## config.mk

```make
export PLATFORM = sky130hd
export DESIGN_NAME = ethernet_bus_bridge
export DESIGN_NICKNAME = d
export VERILOG_FILES = /design/src/rtl/ethernet_bus_bridge_pkg.sv /design/src/rtl/ethernet_irq_sync.sv /design/src/rtl/ethernet_bus_bridge.sv
export SDC_FILE = /design/constraint.sdc
export NUM_CORES = 1
export LEC_CHECK = 0
export BUFFER_PORTS_ARGS = -buffer_cell sky130_fd_sc_hd__buf_2
export CAP_MARGIN = 10
export CORE_MARGIN = 3
export CORE_UTILIZATION = 40
export CTS_CLUSTER_DIAMETER = 150
export DETAILED_ROUTE_END_ITERATION = 12
export GPL_ROUTABILITY_DRIVEN = 1
export GPL_TIMING_DRIVEN = 1
export PLACE_DENSITY = 0.79
export SLEW_MARGIN = 0
export SYNTH_ARGS = -nofsm -noshare
export SYNTH_HDL_FRONTEND = slang
export SYNTH_SLANG_ARGS = --single-unit
```

## constraint.sdc

```tcl
create_clock -name clk -period 1.9 [get_ports clk]
set_input_delay 0.57 -clock clk [delete_from_list [all_inputs] [get_ports clk]]
set_output_delay 0.57 -clock clk [all_outputs]
set_load 0.005 [all_outputs]
```

## src/rtl/ethernet_bus_bridge_pkg.sv

```systemverilog
// Shared types and defaults for the host-side DM9000-class bus bridge:
// FSM state encoding, default timing counts and the legal data-width set.
package ethernet_bus_bridge_pkg;

    typedef enum logic [2:0] {
        IDLE    = 3'd0,
        SETUP   = 3'd1,
        STROBE  = 3'd2,
        HOLD    = 3'd3,
        RECOVER = 3'd4
    } eth_bridge_state_t;

    localparam int ETH_DEFAULT_DATA_WIDTH      = 16;
    localparam int ETH_DEFAULT_SETUP_CYCLES    = 1;
    localparam int ETH_DEFAULT_STROBE_CYCLES   = 2;
    localparam int ETH_DEFAULT_HOLD_CYCLES     = 1;
    localparam int ETH_DEFAULT_RECOVERY_CYCLES = 2;

    // Chip bus widths the pad ring supports.
    function automatic bit eth_width_legal(input int width);
        return (width == 8) || (width == 16) || (width == 32);
    endfunction

    function automatic int eth_max4(input int a, input int b, input int c, input int d);
        int m;
        m = a;
        if (b > m) m = b;
        if (c > m) m = c;
        if (d > m) m = d;
        return m;
    endfunction

endpackage

```

## src/rtl/ethernet_irq_sync.sv

```systemverilog
// Two-flop synchronizer bringing the chip's asynchronous interrupt into clk.
module ethernet_irq_sync (
    input  logic clk,
    input  logic rst_n,
    input  logic i_async,
    output logic o_sync
);

    logic r_meta;
    logic r_sync;

    always_ff @(posedge clk or negedge rst_n) begin
        if (!rst_n) begin
            r_meta <= 1'b0;
            r_sync <= 1'b0;
        end else begin
            r_meta <= i_async;
            r_sync <= r_meta;
        end
    end

    assign o_sync = r_sync;

endmodule

```

## src/rtl/ethernet_bus_bridge.sv

```systemverilog
// Single-clock strobe sequencer toward a DM9000-class MAC with programmable
// setup/strobe/hold/recovery. Define ETHERNET_IRQ_SYNC_EN to synchronize eth_intr.
module ethernet_bus_bridge
    import ethernet_bus_bridge_pkg::*;
#(
    parameter int DATA_WIDTH      = ETH_DEFAULT_DATA_WIDTH,
    parameter int SETUP_CYCLES    = ETH_DEFAULT_SETUP_CYCLES,
    parameter int STROBE_CYCLES   = ETH_DEFAULT_STROBE_CYCLES,
    parameter int HOLD_CYCLES     = ETH_DEFAULT_HOLD_CYCLES,
    parameter int RECOVERY_CYCLES = ETH_DEFAULT_RECOVERY_CYCLES
) (
    input  logic                  clk,
    input  logic                  rst_n,
    input  logic                  req,
    input  logic                  we,
    input  logic                  addr,
    input  logic [31:0]           wdata,
    output logic [31:0]           rdata,
    output logic                  ready,
    output logic                  busy,
    output logic                  irq,
    output logic                  eth_cmd,
    output logic                  eth_cs_n,
    output logic                  eth_ior_n,
    output logic                  eth_iow_n,
    output logic [DATA_WIDTH-1:0] eth_sd_o,
    output logic                  eth_sd_oe,
    input  logic [DATA_WIDTH-1:0] eth_sd_i,
    input  logic                  eth_intr,
    output logic                  eth_pwrst_n
);

    localparam logic [2:0] ST_IDLE    = IDLE;
    localparam logic [2:0] ST_SETUP   = SETUP;
    localparam logic [2:0] ST_STROBE  = STROBE;
    localparam logic [2:0] ST_HOLD    = HOLD;
    localparam logic [2:0] ST_RECOVER = RECOVER;

    localparam int MAX_CNT = eth_max4(SETUP_CYCLES, STROBE_CYCLES, HOLD_CYCLES, RECOVERY_CYCLES);
    localparam int CNT_W   = $clog2(MAX_CNT + 1);

    localparam logic [CNT_W-1:0] CNT_SETUP   = CNT_W'(SETUP_CYCLES - 1);
    localparam logic [CNT_W-1:0] CNT_STROBE  = CNT_W'(STROBE_CYCLES - 1);
    localparam logic [CNT_W-1:0] CNT_HOLD    = CNT_W'(HOLD_CYCLES - 1);
    localparam logic [CNT_W-1:0] CNT_RECOVER = CNT_W'(RECOVERY_CYCLES - 1);

    if (!eth_width_legal(DATA_WIDTH)) begin : g_bad_width
        $error("ethernet_bus_bridge: DATA_WIDTH must be 8, 16 or 32");
    end

    logic [2:0]            r_state;
    logic [CNT_W-1:0]      r_cnt;
    logic                  r_we;
    logic                  r_cmd;
    logic                  r_cs_n;
    logic                  r_ior_n;
    logic                  r_iow_n;
    logic                  r_sd_oe;
    logic [DATA_WIDTH-1:0] r_sd_o;
    logic [31:0]           r_rdata;
    logic                  r_ready;
    logic                  w_irq;
    logic                  w_unused_wdata;

    // Pins are loaded from the transition into each phase so every chip-side
    // output comes straight from a flop.
    // NOTE: sequential state uses non-blocking assignments so every flop samples
    // pre-edge values regardless of statement order.
    always_ff @(posedge clk or negedge rst_n) begin
        if (!rst_n) begin
            r_state <= ST_IDLE;
            r_cnt   <= '0;
            r_we    <= 1'b0;
            r_cmd   <= 1'b0;
            r_cs_n  <= 1'b1;
            r_ior_n <= 1'b1;
            r_iow_n <= 1'b1;
            r_sd_oe <= 1'b0;
            r_sd_o  <= '0;
            r_rdata <= '0;
            r_ready <= 1'b0;
        end else begin
            r_ready <= 1'b0;
            case (r_state)
                ST_IDLE: begin
                    if (req) begin
                        r_state <= ST_SETUP;
                        r_cnt   <= CNT_SETUP;
                        r_we    <= we;
                        r_cmd   <= addr;
                        r_cs_n  <= 1'b0;
                        r_sd_oe <= we;
                        if (we) r_sd_o <= wdata[DATA_WIDTH-1:0];
                    end
                end
                ST_SETUP: begin
                    if (r_cnt == '0) begin
                        r_state <= ST_STROBE;
                        r_cnt   <= CNT_STROBE;
                        r_ior_n <= r_we;
                        r_iow_n <= !r_we;
                    end else begin
                        r_cnt <= r_cnt - 1'b1;
                    end
                end
                ST_STROBE: begin
                    if (r_cnt == '0) begin
                        r_state <= ST_HOLD;
                        r_cnt   <= CNT_HOLD;
                        r_ior_n <= 1'b1;
                        r_iow_n <= 1'b1;
                        if (!r_we) r_rdata <= 32'(eth_sd_i);
                    end else begin
                        r_cnt <= r_cnt - 1'b1;
                    end
                end
                ST_HOLD: begin
                    if (r_cnt == '0) begin
                        r_state <= ST_RECOVER;
                        r_cnt   <= CNT_RECOVER;
                        r_cs_n  <= 1'b1;
                        r_sd_oe <= 1'b0;
                        r_ready <= 1'b1;
                    end else begin
                        r_cnt <= r_cnt - 1'b1;
                    end
                end
                ST_RECOVER: begin
                    if (r_cnt == '0) begin
                        r_state <= ST_IDLE;
                    end else begin
                        r_cnt <= r_cnt - 1'b1;
                    end
                end
                default: r_state <= ST_IDLE;
            endcase
        end
    end

`ifdef ETHERNET_IRQ_SYNC_EN
    ethernet_irq_sync u_irq_sync (
        .clk     (clk),
        .rst_n   (rst_n),
        .i_async (eth_intr),
        .o_sync  (w_irq)
    );
`else
    assign w_irq = eth_intr;
`endif

    // wdata bits above DATA_WIDTH are dropped by design.
    assign w_unused_wdata = ^wdata;

    assign rdata       = r_rdata;
    assign ready       = r_ready;
    assign busy        = (r_state != ST_IDLE);
    assign irq         = w_irq;
    assign eth_cmd     = r_cmd;
    assign eth_cs_n    = r_cs_n;
    assign eth_ior_n   = r_ior_n;
    assign eth_iow_n   = r_iow_n;
    assign eth_sd_o    = r_sd_o;
    assign eth_sd_oe   = r_sd_oe;
    assign eth_pwrst_n = 1'b1;

endmodule

```

==> results.md <==
- Vias in the first global route: 1366
- Hold buffers post-CTS: 0
- Data arrival, critical path: 1.29 ns
- Die Wd: between 70 and 80 µm
- Fin. Hold Viols: 0
- Cell breakdown of the critical path: buf_4, or3_1, buf_2
- # port buffers: between 70 and 80
- Initial antenna violation count: 0
- Largest buffer count on any clock path: 2
- Leakage: ~1.3 nW
- Worst hold-check path type: in -> async
- Clock transition at path regs: 0.08 ns
- Io pins: 111
- Post-Syn Area: 2010 µm²
- Nets: ~290
- Num CTS Buffers: 5
- DR vias: approximately 1400
- Period utilization: 98.1%
- Clk Latency, worst-skew pair: 0.28 ns
- Clk sinks: 44
- Core box area: 4790 µm²
- Status: complete, no violations
- Avg Vias per Cell: approximately 4.5
- Largest net degree at the start of global routing: 21
- Post-route total power: 4.17 mW
- Register bit total from synthesis: 44
- Reg2reg path depth: 6
- Yosys Warn Count: 0
- Global route overflow: 0
- Root Driver: clkbuf_8
- CTS tree: done
- Max VDD drop: 0.686 mV
- Setup TNS: 0 ns
- CP Launch Type: register
- R2R Setup Slk: 0.07 ns
- Die ar.: 5920 µm²
- Reg-to-Reg Start: r_cnt[1]
- RR Endpoint: rdata[14]
- GRT Util Overall: 13.0%
- Crit path largest cell delay: about 0.39 ns
- F_max: 537 MHz
- Site Rows: 25
- Crit path time final: 1.86 ns
- DRT Pass-1 Iters: 4
- CP endpoint kind: output pin
- Crit Path Max Fanout: 10
- H-Tree Depth: 2
- Skew final: 0.00767 ns
- Distinct cells, synth: 30
- Crit path kind: reg -> out
- Synth Area per Inst: approximately 14 µm²
- Routed Antenna Nets: 0
- Area delta synth->final: 27.8%
- Setup ws final: 0.0363 ns
- DRC: 0
- Power per cell area: approximately 1600 nW/µm²
- Routed length per instance: between 10 and 15 µm
- Sequential area share after synthesis: 54.9%
- Post-DP Area: 2420 µm²
- Fin. max-slew vios: 0
- Filler cell count: 433
- Data required, critical path: roughly 1.3 ns
- Design area: 2570 µm²
- Slowest-stage cell, CP: dfrtp_1
- Final setup fails: 0
- Final hold slack: 0.165 ns
- Die Y: 76.9 µm
- Drt total wl: 3700 µm
- First-pass GRT wire length: roughly 6300 µm
- Max-cap viol count: 0
- Post-place setup slack: 0.0304 ns
- DPL Wire Length: about 2800 µm
- Initial core utilization: roughly 42%
- GPL Wtd Cong: 0.814
- Share of cells above drive strength 1: about 60%
- DRT iter0 DRCs: 62
- ANT cells: 0
- Mapped Cells: 146
worst max-delay path, delay by kind of cell, from the launching register on:
kind,cells,cell delay (ns)
buf+inv,2,0.31
flops,1,0.39
simple gates,1,0.31
registers in the layout, summed over array words and instances, names as in the netlist, 2 cells and up:
register,cells
r_state,3
r_cnt,2
rdata,16
eth_sd_o,16
cell families after synthesis:
logic type	after synthesis	share of synthesized area [%]
multiplexers	34	20.9
XOR/XNOR	1	0.435
buffers and inverters	30	10.3
flip-flops	44	54.9
adder cells (fa/ha/maj)	3	1.87
AND/OR/NAND/NOR	17	6.09
AO/OA/AOI/OAI	15	5.16
other	2	0.373
layout by cell type, fill, tap and decap left out, drive strengths merged:
master / n
or3: 1
o211ai: 4
dfrtp: 41
bufinv: 1
clkbuf: 6
clkinv: 1
o21ai: 3
ha: 3
a21oi: 3
conb: 17
mux2: 34
nand4b: 1
or4b: 2
dfstp: 3
o221ai: 1
and3b: 1
nand2: 5
nand2b: 3
nor4b: 1
buf: 87
o22a: 4
xor2: 1
inv: 6
nor3: 1
nor2: 2
worst max-delay path by stage:
| stage | startpoint | to | slack (ns) | depth (start not counted) |
|---|---|---|---|---|
| after detailed placement | r_cnt[1] | rdata[14] | 0.03 | 6 |
| after CTS | r_state[1] | busy | 0.008 | 2 |
| after global placement | r_cnt[1] | rdata[14] | 0.06 | 6 |
| after floorplan | r_cnt[1] | rdata[10] | 0.01 | 7 |
| after global routing | r_state[2] | busy | -0.005 | 3 |
| final | r_state[2] | busy | 0.04 | 3 |
final cells by class:
class	instances	area (µm²)	area share [%]
sequential	44	1110	43.0
multi-input combinational	87	773	30.1
timing repair buffer	87	478	18.6
tap	67	83.8	3.26
clock buffer	6	72.6	2.82
clock inverter	2	35.0	1.36
inverter	6	22.5	0.876
layer usage:
metal	vias to the layer above	share of wire, %	GRT usage [%]
met2	55	51	22.6
met1	664	41	15.7
li1	635	-	-
met5	-	0	0
met3	0	8.0	3.99
met4	0	0	3.26
where the power goes:
part | internal, mW | switching, mW | leakage, nW
logic | 1.08 | 0.715 | 0.746
clock network | 0.390 | 0.293 | 0.0552
registers | 1.43 | 0.259 | 0.522
cells in the mapped netlist (all sizes together):
master	instances	area, µm²
or4b	2	20.0
o22a	4	35.0
o221ai	1	8.76
nor4b	1	23.8
dfstp	3	78.8
nor2	2	7.51
o211ai	4	30.0
dfrtp	41	1030
clkbuf	2	7.51
and3b	1	8.76
xor2	1	8.76
inv	6	22.5
buf	22	176
a21oi	3	15.0
nand4b	1	8.76
nand2	5	21.3
or3	1	6.26
conb	2	7.51
nor3	1	5.00
nand2b	3	21.3
mux2	34	420
o21ai	3	15.0
ha	3	37.5
repair_timing:
action                                  CTS  global route
resized for setup                         1             4
setup buffers                             0             3
endpoints found under the setup margin    1            17
through the flow:
stage          utilization, %  instances
5_1_grt                  53.7        299
3_5_place_dp             50.6        288
6_report                 53.7        299
4_1_cts                  52.9        296
2_1_floorplan               -        161
3_3_place_gp             50.6        288
(Power assumes the default switching activity.)
